<file path="src/rtl/fifo_pkg.sv">
// Shared sizing helpers for the flexible-depth FIFO and its pointer counters.
package fifo_pkg;

   // Width needed to hold an occupancy from 0 up to and including depth.
   function automatic int cnt_width(input int depth);
      return $clog2(depth + 1);
   endfunction

   // Width of an index into depth entries, never narrower than one bit.
   function automatic int ptr_width(input int depth);
      return ($clog2(depth) < 1) ? 1 : $clog2(depth);
   endfunction

endpackage

</file>
<file path="src/rtl/ptr_wrap.sv">
// Modulo-depth incrementing counter used for the FIFO read and write pointers.
module ptr_wrap
   import fifo_pkg::*;
#(
   parameter int depth_p = 5
) (
   input  logic                         clk_i,
   input  logic                         reset_ni,
   input  logic                         clear_i,
   input  logic                         en_i,
   output logic [ptr_width(depth_p)-1:0] value_o
);

   localparam int ptr_w = ptr_width(depth_p);
   localparam logic [ptr_w-1:0] last_idx = ptr_w'(depth_p - 1);

   logic [ptr_w-1:0] value_r;

   // Wrap by explicit compare so non-power-of-two depths use every entry.
   always_ff @(posedge clk_i or negedge reset_ni) begin
      if (!reset_ni) begin
         value_r <= '0;
      end else if (clear_i) begin
         value_r <= '0;
      end else if (en_i) begin
         if (value_r == last_idx) value_r <= '0;
         else                     value_r <= value_r + ptr_w'(1);
      end
   end

   assign value_o = value_r;

endmodule

</file>
<file path="src/rtl/fifo_flex.sv">
// Synchronous ready/valid FIFO of any depth >= 2 with occupancy count,
// programmable almost-full/almost-empty flags, flush and sticky underflow.
module fifo_flex
   import fifo_pkg::*;
#(
   parameter int width_p     = 8,
   parameter int depth_p     = 128,
   parameter int af_margin_p = 1,
   parameter int ae_margin_p = 1
) (
   input  logic                          clk_i,
   input  logic                          reset_ni,
   input  logic                          valid_i,
   input  logic [width_p-1:0]            data_i,
   output logic                          ready_o,
   output logic                          valid_o,
   output logic [width_p-1:0]            data_o,
   input  logic                          yumi_i,
   input  logic                          flush_i,
   output logic [cnt_width(depth_p)-1:0] count_o,
   output logic                          almost_full_o,
   output logic                          almost_empty_o,
   output logic                          underflow_o
);

   localparam int cnt_w = cnt_width(depth_p);
   localparam int ptr_w = ptr_width(depth_p);

   logic [width_p-1:0] mem [depth_p];
   logic [cnt_w-1:0]   count_r;
   logic [ptr_w-1:0]   wr_ptr;
   logic [ptr_w-1:0]   rd_ptr;
   logic               underflow_r;
   logic               wr;
   logic               rd;

   assign ready_o = (count_r != cnt_w'(depth_p));
   assign valid_o = (count_r != '0);
   assign wr      = valid_i & ready_o;
   assign rd      = yumi_i & valid_o;

   ptr_wrap #(.depth_p(depth_p)) u_wr_ptr (
      .clk_i    (clk_i),
      .reset_ni (reset_ni),
      .clear_i  (flush_i),
      .en_i     (wr),
      .value_o  (wr_ptr)
   );

   ptr_wrap #(.depth_p(depth_p)) u_rd_ptr (
      .clk_i    (clk_i),
      .reset_ni (reset_ni),
      .clear_i  (flush_i),
      .en_i     (rd),
      .value_o  (rd_ptr)
   );

   // Storage is deliberately not reset; a write coinciding with flush is dropped.
   always_ff @(posedge clk_i) begin
      if (wr && !flush_i) mem[wr_ptr] <= data_i;
   end

   always_ff @(posedge clk_i or negedge reset_ni) begin
      if (!reset_ni) begin
         count_r <= '0;
      end else if (flush_i) begin
         count_r <= '0;
      end else if (wr && !rd) begin
         count_r <= count_r + cnt_w'(1);
      end else if (rd && !wr) begin
         count_r <= count_r - cnt_w'(1);
      end
   end

   // Sticky until reset or flush; flush wins over a simultaneous bad yumi.
   always_ff @(posedge clk_i or negedge reset_ni) begin
      if (!reset_ni) begin
         underflow_r <= 1'b0;
      end else if (flush_i) begin
         underflow_r <= 1'b0;
      end else if (yumi_i && !valid_o) begin
         underflow_r <= 1'b1;
      end
   end

   assign data_o         = mem[rd_ptr];
   assign count_o        = count_r;
   assign underflow_o    = underflow_r;
   assign almost_full_o  = (int'(count_r) >= (depth_p - af_margin_p));
   assign almost_empty_o = (int'(count_r) <= ae_margin_p);

endmodule

</file>
<file path="config.mk">
export PLATFORM = sky130hd
export DESIGN_NAME = fifo_flex
export DESIGN_NICKNAME = d
export VERILOG_FILES = /design/src/rtl/fifo_pkg.sv /design/src/rtl/ptr_wrap.sv /design/src/rtl/fifo_flex.sv
export SDC_FILE = /design/constraint.sdc
export NUM_CORES = 1
export LEC_CHECK = 0
export ABC_AREA = 1
export CAP_MARGIN = 10
export CORE_ASPECT_RATIO = 0.75
export CORE_MARGIN = 2
export CORE_UTILIZATION = 56
export CTS_CLUSTER_SIZE = 16
export DETAILED_ROUTE_END_ITERATION = 6
export HOLD_SLACK_MARGIN = 0.08
export PLACE_DENSITY = 0.68
export SKIP_LAST_GASP = 1
export SLEW_MARGIN = 10
export SYNTH_ARGS = -nofsm -noshare
export SYNTH_HDL_FRONTEND = slang
export SYNTH_HIERARCHICAL = 1
export SYNTH_SLANG_ARGS = --single-unit
export TNS_END_PERCENT = 10
</file>
<file path="constraint.sdc">
create_clock -name clk_i -period 6.6 [get_ports clk_i]
set_clock_uncertainty 0.1 [all_clocks]
set_input_delay 1.32 -clock clk_i [delete_from_list [all_inputs] [get_ports clk_i]]
set_output_delay 1.32 -clock clk_i [all_outputs]
set_load 0.005 [all_outputs]
</file>
==> impl_metrics.py <==
metrics = {
    "die": {
        "io_pins": 34,
        "die_w_um": 326,
        "rows": 88,
        "die-area_mm2": 0.0801,
        "start_util_pct": 56.6,
        "die_y_um": 246,
        "core_mm2": 0.0770,
    },
    "logic_synthesis": {
        "synth_top_family_by_area": "simple AND/OR/NAND/NOR gates",
        "ys_top_cells_by_count": "nand2_1, edfxtp_1, nand3_1",
        "synth_fa_ha_area_share_pct": 0.172,
        "netlist_area_mm2": 0.0436,
        "synth-compound-area-share_pct": 0.350,
        "yosysUniqueCellTypes": 33,
        "synth_xor_area_share_pct": 0.221,
        "yosys.area_share.simple_pct": 24.0,
        "synth_area_per_cell_um2": 11.6,
        "synth_top_area_share_pct": 70.5,
        "synth_cells": 3763,
        "ys.flop_type": "edfxtp_1",
        "synth_area_leaders": "edfxtp_1, nand3_1, nand2_1",
        "ys_ff_latch": 1047,
        "synth_most_common_cell": "nand2_1",
        "async_reset_ff_share_pct": 2.20,
        "synthMuxAreaShare_pct": 0,
        "synth_edf_count": 1024,
        "syn-num-nets": 3782,
        "yosysWarningCount": 6,
        "ys_seq_area_share_pct": 71.9,
        "yosysTopAreaCell": "edfxtp_1",
    },
    "grt": {
        "grt_pass1_wl_um": 170000,
        "grt_max_degree": 198,
        "grt_antenna_before_repair": 1,
        "grt_pass1_vias": 26600,
        "grtUsageTotal_pct": 28.1,
        "grt_overflow": 0,
    },
    "detailed_routing": {
        "routed_wl_um": 112000,
        "via_per_inst": 5.97,
        "drc": 0,
        "num_vias": 28700,
        "first_pass_iters": 6,
        "drt-wirelength-per-cell_um": 23.3,
        "drt-initial-drc-count": 4093,
        "ant_nets": 0,
    },
    "critical_path": {
        "start_kind": "flop",
        "cp_data_arrival_time_ns": 4.38,
        "critPathCaptureType": "primary output",
        "worstPathRequired_ns": 5.18,
        "r2r_slack_ns": 3.05,
        "crit_fanout": 107,
        "crit_type": "reg -> out",
    },
    "timing": {
        "fin_setup_tns_ns": 0,
        "finalCritPeriodShare_pct": 87.9,
        "fmax_mhz": 172,
        "min_period_ns": 5.80,
        "slew_violations": 0,
        "whs_ns": 0.426,
        "rsz0062_at_grt": "false",
        "hold_violations": 0,
        "worst_slew_pin_slew_ns": 1.23,
        "slew_headroom_pct": 17.9,
        "finalSetupViolCount": 0,
    },
    "clock_tree": {
        "post_cts_buffers": 0,
        "htree_num_levels": 3,
        "clock_path_buffers": 3,
        "cts_tree": "yes",
        "cts_hold_buf": 0,
        "root_buffer": "clkbuf_16",
        "clk_pin_slew_worst_paths_ns": 0.07,
        "ctsResizeCount": 0,
        "numCtsBuffers": 98,
        "cts_sinks": 1047,
        "insertion_delay_ns": 0.67,
    },
    "power": {
        "cellPowerDensity_mw_per_mm2": 362,
        "p_leak_nw": 16.8,
        "peakVddDrop_uv": 387,
    },
    "run_status": {
        "status": "finished clean",
    },
    "finish": {
        "num_antenna_cells": 0,
        "area_growth_pct": 9.49,
        "fin_nets": 3717,
        "drive_gt1_share_pct": 6.56,
    },
    "placement": {
        "dp_hpwl_um": 61500,
        "finalWeightedCongestion": 0.863,
        "port_buffers": 33,
    },
    "job": {
        "maxCapViolCount": 0,
    },
    "worst_hold_path": {
        "holdCritPathClass": "reg -> reg",
    },
}
-- layer usage --
layer  wire [um]  track usage [%]  vias up
met5          13                0        -
met4        2780             7.52        2
met3       11700             5.51      197
met2       49000             40.3     1554
met1       48800             43.9    13900
li1            -                -    13100
-- worst max-delay path: stages, from the launching register on --
cell,delay [ns]
dfrtp_4,0.88
inv_8,0.41
buf_12,0.37
nand3_1,0.12
nand3_1,0.18
nand3_1,0.20
nand2_1,0.15
nand2_1,0.15
nand3_1,0.14
nand2_1,0.12
nand2_1,0.05
nand2_1,0.18
clkdlybuf4s50_1,0.54
-- path summary, 6_finish.rpt --
check	start	cells after the start	to
worst max-delay path	u_rd_ptr/value_o[1]	12	data_o[1]
worst min-delay path	underflow_o	2	underflow_o
worst max register to register	count_o[0]	7	mem[125][6]
worst min register to register	underflow_o	2	underflow_o
max in group asynchronous	reset_ni	2	u_rd_ptr/value_o[0]
min in group asynchronous	reset_ni	2	underflow_o
-- through the flow --
stage | std cells | area (um^2) | setup WS [ns] | power [mW] | utilization, %
3_3_place_gp | 4633 | 44400 | 1.68 | 11.4 | 57.7
5_1_grt | 4816 | 47700 | 0.726 | 18.0 | 62.0
2_1_floorplan | 3763 | 43600 | 3.67 | 10.3 | -
3_5_place_dp | 4633 | 44400 | 1.68 | 11.5 | 57.7
4_1_cts | 4816 | 47700 | 0.952 | 17.2 | 62.0
6_report | 4816 | 47700 | 0.797 | 17.3 | 62.0
-- where the power goes --
| group | switching (mW) | internal [mW] |
|---|---|---|
| Sequential | 0.107 | 7.33 |
| Combinational | 2.82 | 1.15 |
| Clock | 2.48 | 3.37 |
| Total | 5.41 | 11.9 |
-- layout by cell type (no fill, tap or decap), types with 6 or more instances in the layout --
| master | n |
|---|---|
| nand2_1 | 1254 |
| edfxtp_1 | 1024 |
| nand3_1 | 945 |
| nor2_1 | 149 |
| clkbuf_16 | 99 |
| inv_1 | 40 |
| buf_4 | 28 |
| clkinv_2 | 27 |
| clkdlybuf4s50_1 | 25 |
| clkinv_1 | 22 |
| dfrtp_1 | 19 |
| bufinv_16 | 16 |
| buf_12 | 15 |
| nor2_2 | 12 |
| xor2_1 | 10 |
| a21oi_1 | 9 |
| nand4_4 | 8 |
| nand4_1 | 8 |
| o21ai_1 | 7 |
| ha_1 | 6 |
| clkbuf_1 | 6 |
-- area by class of cell --
class                      instances  area, um^2
sequential                      1047       31300
multi-input combinational       2435       10800
timing repair buffer              68         761
fill                            5989       29200
clock inverter                    78         821
tap                             1035        1290
clock buffer                     105        2500
inverter                          48         211
-- cell families (layout without fill, tap and decap cells) --
kind of cell | after synthesis | in the layout
fa+ha+maj | 6 | 6
simple gates | 2395 | 2395
compound gates | 23 | 23
xor+xnor | 11 | 11
buf+inv | 281 | 299
flops | 1047 | 1047
-- sequential cells by signal (all words and copies together) (netlist names) --
name	cells
count_o	8
mem	1024
u_rd_ptr/value_o	7
u_wr_ptr/value_o	7
underflow_o	1
Power figures use the tool's default switching activity.
